--- src/rtl/bp_pkg.sv ---
// bp_pkg: shared definitions for the branch predictor.
//   MODE_BIMODAL / MODE_GSHARE : values for the MODE parameter of the top level.
//   bp_state_e                 : controller state (table initialisation sweep, then running).
//   init_ctr()                 : weakly-not-taken reset value for a counter of a given width.
package bp_pkg;

  localparam int MODE_BIMODAL = 0;
  localparam int MODE_GSHARE  = 1;

  typedef enum logic {
    ST_INIT,
    ST_RUN
  } bp_state_e;

  // Largest value whose MSB is still 0, i.e. the weakest not-taken state.
  function automatic int init_ctr(input int ctr_width);
    return (1 << (ctr_width - 1)) - 1;
  endfunction

endpackage

--- src/rtl/bp_sat_counter.sv ---
// bp_sat_counter: combinational next-value logic for one saturating counter.
//   cur   in  CTR_WIDTH  current counter value
//   taken in  1          resolved direction (1 = count up, 0 = count down)
//   nxt   out CTR_WIDTH  next counter value, clamped at 0 and all-ones
module bp_sat_counter
  import bp_pkg::*;
#(
  parameter int CTR_WIDTH = 2
) (
  input  logic [CTR_WIDTH-1:0] cur,
  input  logic                 taken,
  output logic [CTR_WIDTH-1:0] nxt
);

  localparam logic [CTR_WIDTH-1:0] CTR_MAX = '1;
  localparam logic [CTR_WIDTH-1:0] CTR_MIN = '0;

  // Saturation is checked before the add/subtract so the value never wraps.
  always_comb begin
    nxt = cur;
    if (taken) begin
      if (cur != CTR_MAX) nxt = cur + CTR_WIDTH'(1);
    end else begin
      if (cur != CTR_MIN) nxt = cur - CTR_WIDTH'(1);
    end
  end

endmodule

--- src/rtl/branch_predictor_gshare.sv ---
// branch_predictor_gshare: pattern history table of saturating counters with
// bimodal or gshare indexing and a speculative global history register.
//   clk             in   clock, rising edge
//   rst             in   asynchronous active-low reset
//   predictAddr     in   fetch PC index
//   predictValid    in   prediction request
//   prediction      out  registered predicted direction
//   predictHist     out  registered GHR snapshot used for that prediction
//   predictReady    out  table initialised, requests accepted
//   updateAddr      in   PC index of the resolved branch
//   updateHist      in   predictHist value that travelled with the branch
//   branchTaken     in   resolved direction
//   update          in   resolved-branch strobe
//   mispredict      in   qualifies update; restores GHR and bumps the counter
//   mispredictCount out  saturating count of accepted mispredicts
module branch_predictor_gshare
  import bp_pkg::*;
#(
  parameter int ADDR_WIDTH = 6,
  parameter int CTR_WIDTH  = 2,
  parameter int HIST_WIDTH = 6,
  parameter int MODE       = 1,
  parameter int CNT_WIDTH  = 16
) (
  input  logic                  clk,
  input  logic                  rst,
  input  logic [ADDR_WIDTH-1:0] predictAddr,
  input  logic                  predictValid,
  output logic                  prediction,
  output logic [HIST_WIDTH-1:0] predictHist,
  output logic                  predictReady,
  input  logic [ADDR_WIDTH-1:0] updateAddr,
  input  logic [HIST_WIDTH-1:0] updateHist,
  input  logic                  branchTaken,
  input  logic                  update,
  input  logic                  mispredict,
  output logic [CNT_WIDTH-1:0]  mispredictCount
);

  localparam int                    NUM_ENTRIES = 1 << ADDR_WIDTH;
  localparam logic [CTR_WIDTH-1:0]  INIT_CTR    = CTR_WIDTH'(init_ctr(CTR_WIDTH));
  localparam logic [ADDR_WIDTH-1:0] LAST_ENTRY  = '1;
  localparam logic [CNT_WIDTH-1:0]  CNT_MAX     = '1;

  bp_state_e             state_reg, state_next;
  logic [ADDR_WIDTH-1:0] sweep_ptr_reg;
  logic [HIST_WIDTH-1:0] ghr_reg, ghr_next;
  logic                  prediction_reg;
  logic [HIST_WIDTH-1:0] predict_hist_reg;
  logic [CNT_WIDTH-1:0]  mispredict_count_reg;

  logic [CTR_WIDTH-1:0]  pht [NUM_ENTRIES];

  logic [ADDR_WIDTH-1:0] predict_index, update_index;
  logic                  predict_bit;
  logic [CTR_WIDTH-1:0]  update_ctr_next;
  logic                  run, predict_fire, update_fire, recover;

  // Appends a new youngest bit and drops the oldest one.
  function automatic logic [HIST_WIDTH-1:0] shift_in(input logic [HIST_WIDTH-1:0] hist,
                                                     input logic                  bit_in);
    return HIST_WIDTH'({hist, bit_in});
  endfunction

  generate
    if (MODE == MODE_GSHARE) begin : g_gshare
      // GHR is zero-extended to the index width before the XOR.
      assign predict_index = predictAddr ^ ADDR_WIDTH'(ghr_reg);
      assign update_index  = updateAddr ^ ADDR_WIDTH'(updateHist);
    end else begin : g_bimodal
      assign predict_index = predictAddr;
      assign update_index  = updateAddr;
    end
  endgenerate

  assign run          = (state_reg == ST_RUN);
  assign predict_fire = run & predictValid;
  assign update_fire  = run & update;
  assign recover      = update_fire & mispredict;

  // Read happens from the current array contents, so a same-cycle update to
  // the same entry is not visible to this prediction.
  assign predict_bit = pht[predict_index][CTR_WIDTH-1];

  bp_sat_counter #(.CTR_WIDTH(CTR_WIDTH)) u_sat_counter (
    .cur   (pht[update_index]),
    .taken (branchTaken),
    .nxt   (update_ctr_next)
  );

  always_comb begin
    state_next = state_reg;
    case (state_reg)
      ST_INIT: if (sweep_ptr_reg == LAST_ENTRY) state_next = ST_RUN;
      ST_RUN:  state_next = ST_RUN;
      default: state_next = ST_INIT;
    endcase
  end

  // Recovery is applied last so it overrides the speculative shift.
  always_comb begin
    ghr_next = ghr_reg;
    if (predict_fire) ghr_next = shift_in(ghr_reg, predict_bit);
    if (recover)      ghr_next = shift_in(updateHist, branchTaken);
  end

  always_ff @(posedge clk or negedge rst) begin
    if (!rst) begin
      state_reg            <= ST_INIT;
      sweep_ptr_reg        <= '0;
      ghr_reg              <= '0;
      prediction_reg       <= 1'b0;
      predict_hist_reg     <= '0;
      mispredict_count_reg <= '0;
    end else begin
      state_reg <= state_next;
      ghr_reg   <= ghr_next;
      if (state_reg == ST_INIT) sweep_ptr_reg <= sweep_ptr_reg + ADDR_WIDTH'(1);
      if (predict_fire) begin
        prediction_reg   <= predict_bit;
        predict_hist_reg <= ghr_reg;
      end
      if (recover && (mispredict_count_reg != CNT_MAX)) begin
        mispredict_count_reg <= mispredict_count_reg + CNT_WIDTH'(1);
      end
    end
  end

  // Single write port: the sweep owns it during INIT, resolved updates afterwards.
  // The table itself carries no reset; the sweep initialises it.
  always_ff @(posedge clk) begin
    if (state_reg == ST_INIT) begin
      pht[sweep_ptr_reg] <= INIT_CTR;
    end else if (update_fire) begin
      pht[update_index] <= update_ctr_next;
    end
  end

  assign prediction      = prediction_reg;
  assign predictHist     = predict_hist_reg;
  assign predictReady    = run;
  assign mispredictCount = mispredict_count_reg;

endmodule
--- config.mk ---
export PLATFORM = sky130hd
export DESIGN_NAME = branch_predictor_gshare
export DESIGN_NICKNAME = d
export VERILOG_FILES = /design/src/rtl/bp_pkg.sv /design/src/rtl/bp_sat_counter.sv /design/src/rtl/branch_predictor_gshare.sv
export SDC_FILE = /design/constraint.sdc
export NUM_CORES = 1
export LEC_CHECK = 0
export ABC_CLOCK_PERIOD_IN_PS = 4600
export BUFFER_PORTS_ARGS = -buffer_cell sky130_fd_sc_hd__buf_2
export CAP_MARGIN = 10
export CORE_UTILIZATION = 50
export DETAILED_ROUTE_END_ITERATION = 12
export GPL_TIMING_DRIVEN = 0
export MAX_ROUTING_LAYER = met4
export PLACE_DENSITY = 0.78
export SETUP_SLACK_MARGIN = 0.05
export SYNTH_ARGS = -nofsm -noshare
export SYNTH_HDL_FRONTEND = slang
export SYNTH_SLANG_ARGS = --single-unit
--- constraint.sdc ---
create_clock -name clk -period 4.6 [get_ports clk]
set_input_delay 0.92 -clock clk [delete_from_list [all_inputs] [get_ports clk]]
set_output_delay 0.92 -clock clk [all_outputs]
set_load 0.03 [all_outputs]
==> results.md <==
- Syn. warnings: 0
- Initial antenna violation count: 0
- First-pass GRT wire length: 27400 µm
- Placer Congestion: 0.875
- Slew Limit Fails: 0
- Netlist Area Pre-Place: 0.00769 mm²
- RSZ-0062 raised after global routing: no
- Synth top area share: 50.0%
- Rows: 44
- Worst IR Drop VDD: 283 µV
- CP arrival: 4.44 ns
- Max-cap violations: 0
- Number of synthesized flops with an enable pin: 128
- Total track usage: 24.5%
- Slew @ Worst Pin: 0.860 ns
- Outcome: complete, no violations
- Pwr Density: 360 mW/mm²
- Synth area leader: edfxtp_1
- Largest net degree at the start of global routing: 41
- FF+latch count, synth: 164
- PortBufs: 47
- Cells taking the most area after synthesis: edfxtp_1 50%, dfrtp_1 12%, mux4_2 9.7%
- Static leakage: 2.87 nW
- Routed via count: 4886
- Final WL: 17700 µm
- Via/cell ratio: 6.35
- Die Height: 126 µm
- Area Overhead vs Synth: 14.4%
- # DRC: 0
- Syn Inst Count: 504
- DR iter-0 viols: 575
- Number of buffers created by CTS: 17
- Fin crit share: 90.8%
- Share of post-route cells with drive strength above 1: 23.4%
- Syn Area/Cell: 15.3 µm²
- Register area share after synthesis: 61.7%
- CTS resizes: 0
- Register area: 0.00474 mm²
- CTS root buf: clkbuf_16
- Worst skew pair latency: 0.43 ns
- Crit path kind: input pin to register
- Main synth FF type: edfxtp_1
- Slew HR: 42.5%
- WL/cell: 23.0 µm
- Vias in the first global route: 4846
- Post-route insts no fill: 769
- Pre-antenna DRT Iters: 5
- Setup crit start kind: input pin
- H-tree lvl count: 4
- Routed Antenna Nets: 0
- Async set-reset flop share out of synthesis: 22.0%
- Final core occ: 59.7%
- Clock period minus worst slack: 4.18 ns
- Crit path capture type: register
- Multi-input gate area: 0.00285 mm²
- Longest Clk Path Bufs: 2
- Final Hold Vio Count: 0
- CTS tree: done
- Starting density of the core: 52.1%
- Netlist cell types: 54
- CP required: 4.86 ns
- Largest register FFs: 128
- Die area: 0.0159 mm²
- Remaining global-route overflow: 0
- Clk sink count: 164
- # setup viols final: 0
- Max Freq: 240 MHz
- Syn Nets: 530
- Tightest Hold Check Type: register to register
- Fill cells: 1089
- Core area: 0.0148 mm²
- Inserted Diodes: 0
- Buffer count from post-CTS setup fixing: 0
- Hold_buf cts: 0
- Critical Path Fanout Max: 40
- HPWL after detailed placement: 11900 µm
- Placed cells: 737
- Width of the die: 126 µm
- Io pins: 48
- Skew final: 0.00635 ns
- Clk pin slew, worst setup/hold paths: 0.06 ns
- Top reg by flops: pht
- NumNets Final: 598
[cell usage after synthesis (6+ instances only)]
library cell	number
dfrtp_1	36
and3_1	8
o21ai_1	11
xnor2_1	17
nand3_1	7
xor2_1	13
clkbuf_1	6
nor2_1	85
mux4_1	17
mux2i_1	8
mux4_2	33
a21oi_1	11
edfxtp_1	128
nand2_1	34
a22oi_1	16
[layout make-up]
cell class / count / share of cell area [%]
buffer: 15 / 1.12
clock inverter: 15 / 1.78
timing repair buffer: 49 / 3.13
inverter: 5 / 0.213
clock buffer: 17 / 4.83
sequential: 164 / 53.9
multi-input combinational: 320 / 32.4
tap: 184 / 2.62
[cells in the final DEF (no fill, tap or decap), drive strengths merged, types with 2 or more instances in the layout]
master	instances
clkinv	3
mux2i	8
nand2b	2
o21ai	13
ha	2
o31ai	3
nand3b	3
or3	2
a21oi	12
edfxtp	128
a211oi	2
xor2	16
a22oi	16
nand4b	2
buf	58
nand4	5
dfrtp	36
clkinvlp	2
xnor2	19
nand3	8
clkbuf	23
o21a	3
mux2	3
a21boi	4
and3	9
nor2	85
a21o	5
inv	14
and2	2
mux4	50
o31a	4
nand2	35
[final timing paths]
path | start | end | slack (ns) | depth (start not counted)
max | updateHist[0] | pht[4][0] | 0.42 | 12
min | predictHist[4] | predictHist[4] | 0.47 | 1
max reg2reg | pht[18][0] | pht[4][0] | 1.66 | 8
min reg2reg | predictHist[4] | predictHist[4] | 0.47 | 1
max in group asynchronous | rst | predictHist[4] | 3.52 | 1
min in group asynchronous | rst | mispredictCount[11] | 0.56 | 1
[metal layers]
| metal | global-route usage (%) | wire length, µm | share of wire [%] | up-vias |
|---|---|---|---|---|
| met2 | 37.7 | 8400 | 48 | 311 |
| met5 | - | 0 | 0 | - |
| li1 | - | - | - | 2102 |
| met3 | 8.11 | 1790 | 10 | 49 |
| met1 | 29.4 | 6940 | 39 | 2424 |
| met4 | 11.4 | 557 | 3.2 | 0 |
[metrics by stage]
| step | instance area [µm²] | worst slack (ns) | hold WS [ns] | total power [mW] | TNS (ns) |
|---|---|---|---|---|---|
| floorplan | 7700 | 0.477 | 0.455 | 1.73 | 0 |
| detailed placement | 8220 | 0.00421 | 0.461 | 1.80 | 0 |
| finish | 8800 | 0.425 | 0.472 | 3.17 | 0 |
| global placement | 8160 | -1.00 | 0.453 | 1.79 | -113.80 |
| CTS | 8800 | 0.431 | 0.476 | 3.18 | 0 |
| global route | 8800 | 0.173 | 0.477 | 3.25 | 0 |
[critical path: stages]
cell and delay [ns]:
buf_2 0.11, xnor2_1 0.29, buf_1 0.65, buf_4 0.33, mux4_2 0.33, a22oi_1 0.15, a21oi_1 0.11, a211oi_1 0.43
or2_1 0.19, a21oi_1 0.10, o21ai_4 0.51, buf_12 0.28
[cell families (layout without fill, tap and decap cells)]
kind of cell | count (synthesis) | in the layout | synth area share (%)
xor gates and xnor gates | 35 | 35 | 4.77
AOI/OAI and AO/OA | 64 | 64 | 5.58
and+or+nand+nor | 158 | 158 | 9.16
DFF | 164 | 164 | 61.7
muxes | 61 | 61 | 17.0
adders and majority gates | 2 | 2 | 0.325
buffers and inverters | 20 | 101 | 1.53
[where the power goes]
| part | internal [mW] | leakage, nW | total [mW] | switching (mW) |
|---|---|---|---|---|
| sequential | 1.58 | 1.38 | 1.58 | 0 |
| combinational | 0.0736 | 1.21 | 0.192 | 0.118 |
| clock | 0.769 | 0.283 | 1.40 | 0.628 |
No activity file was read; power rests on OpenSTA's default activity.
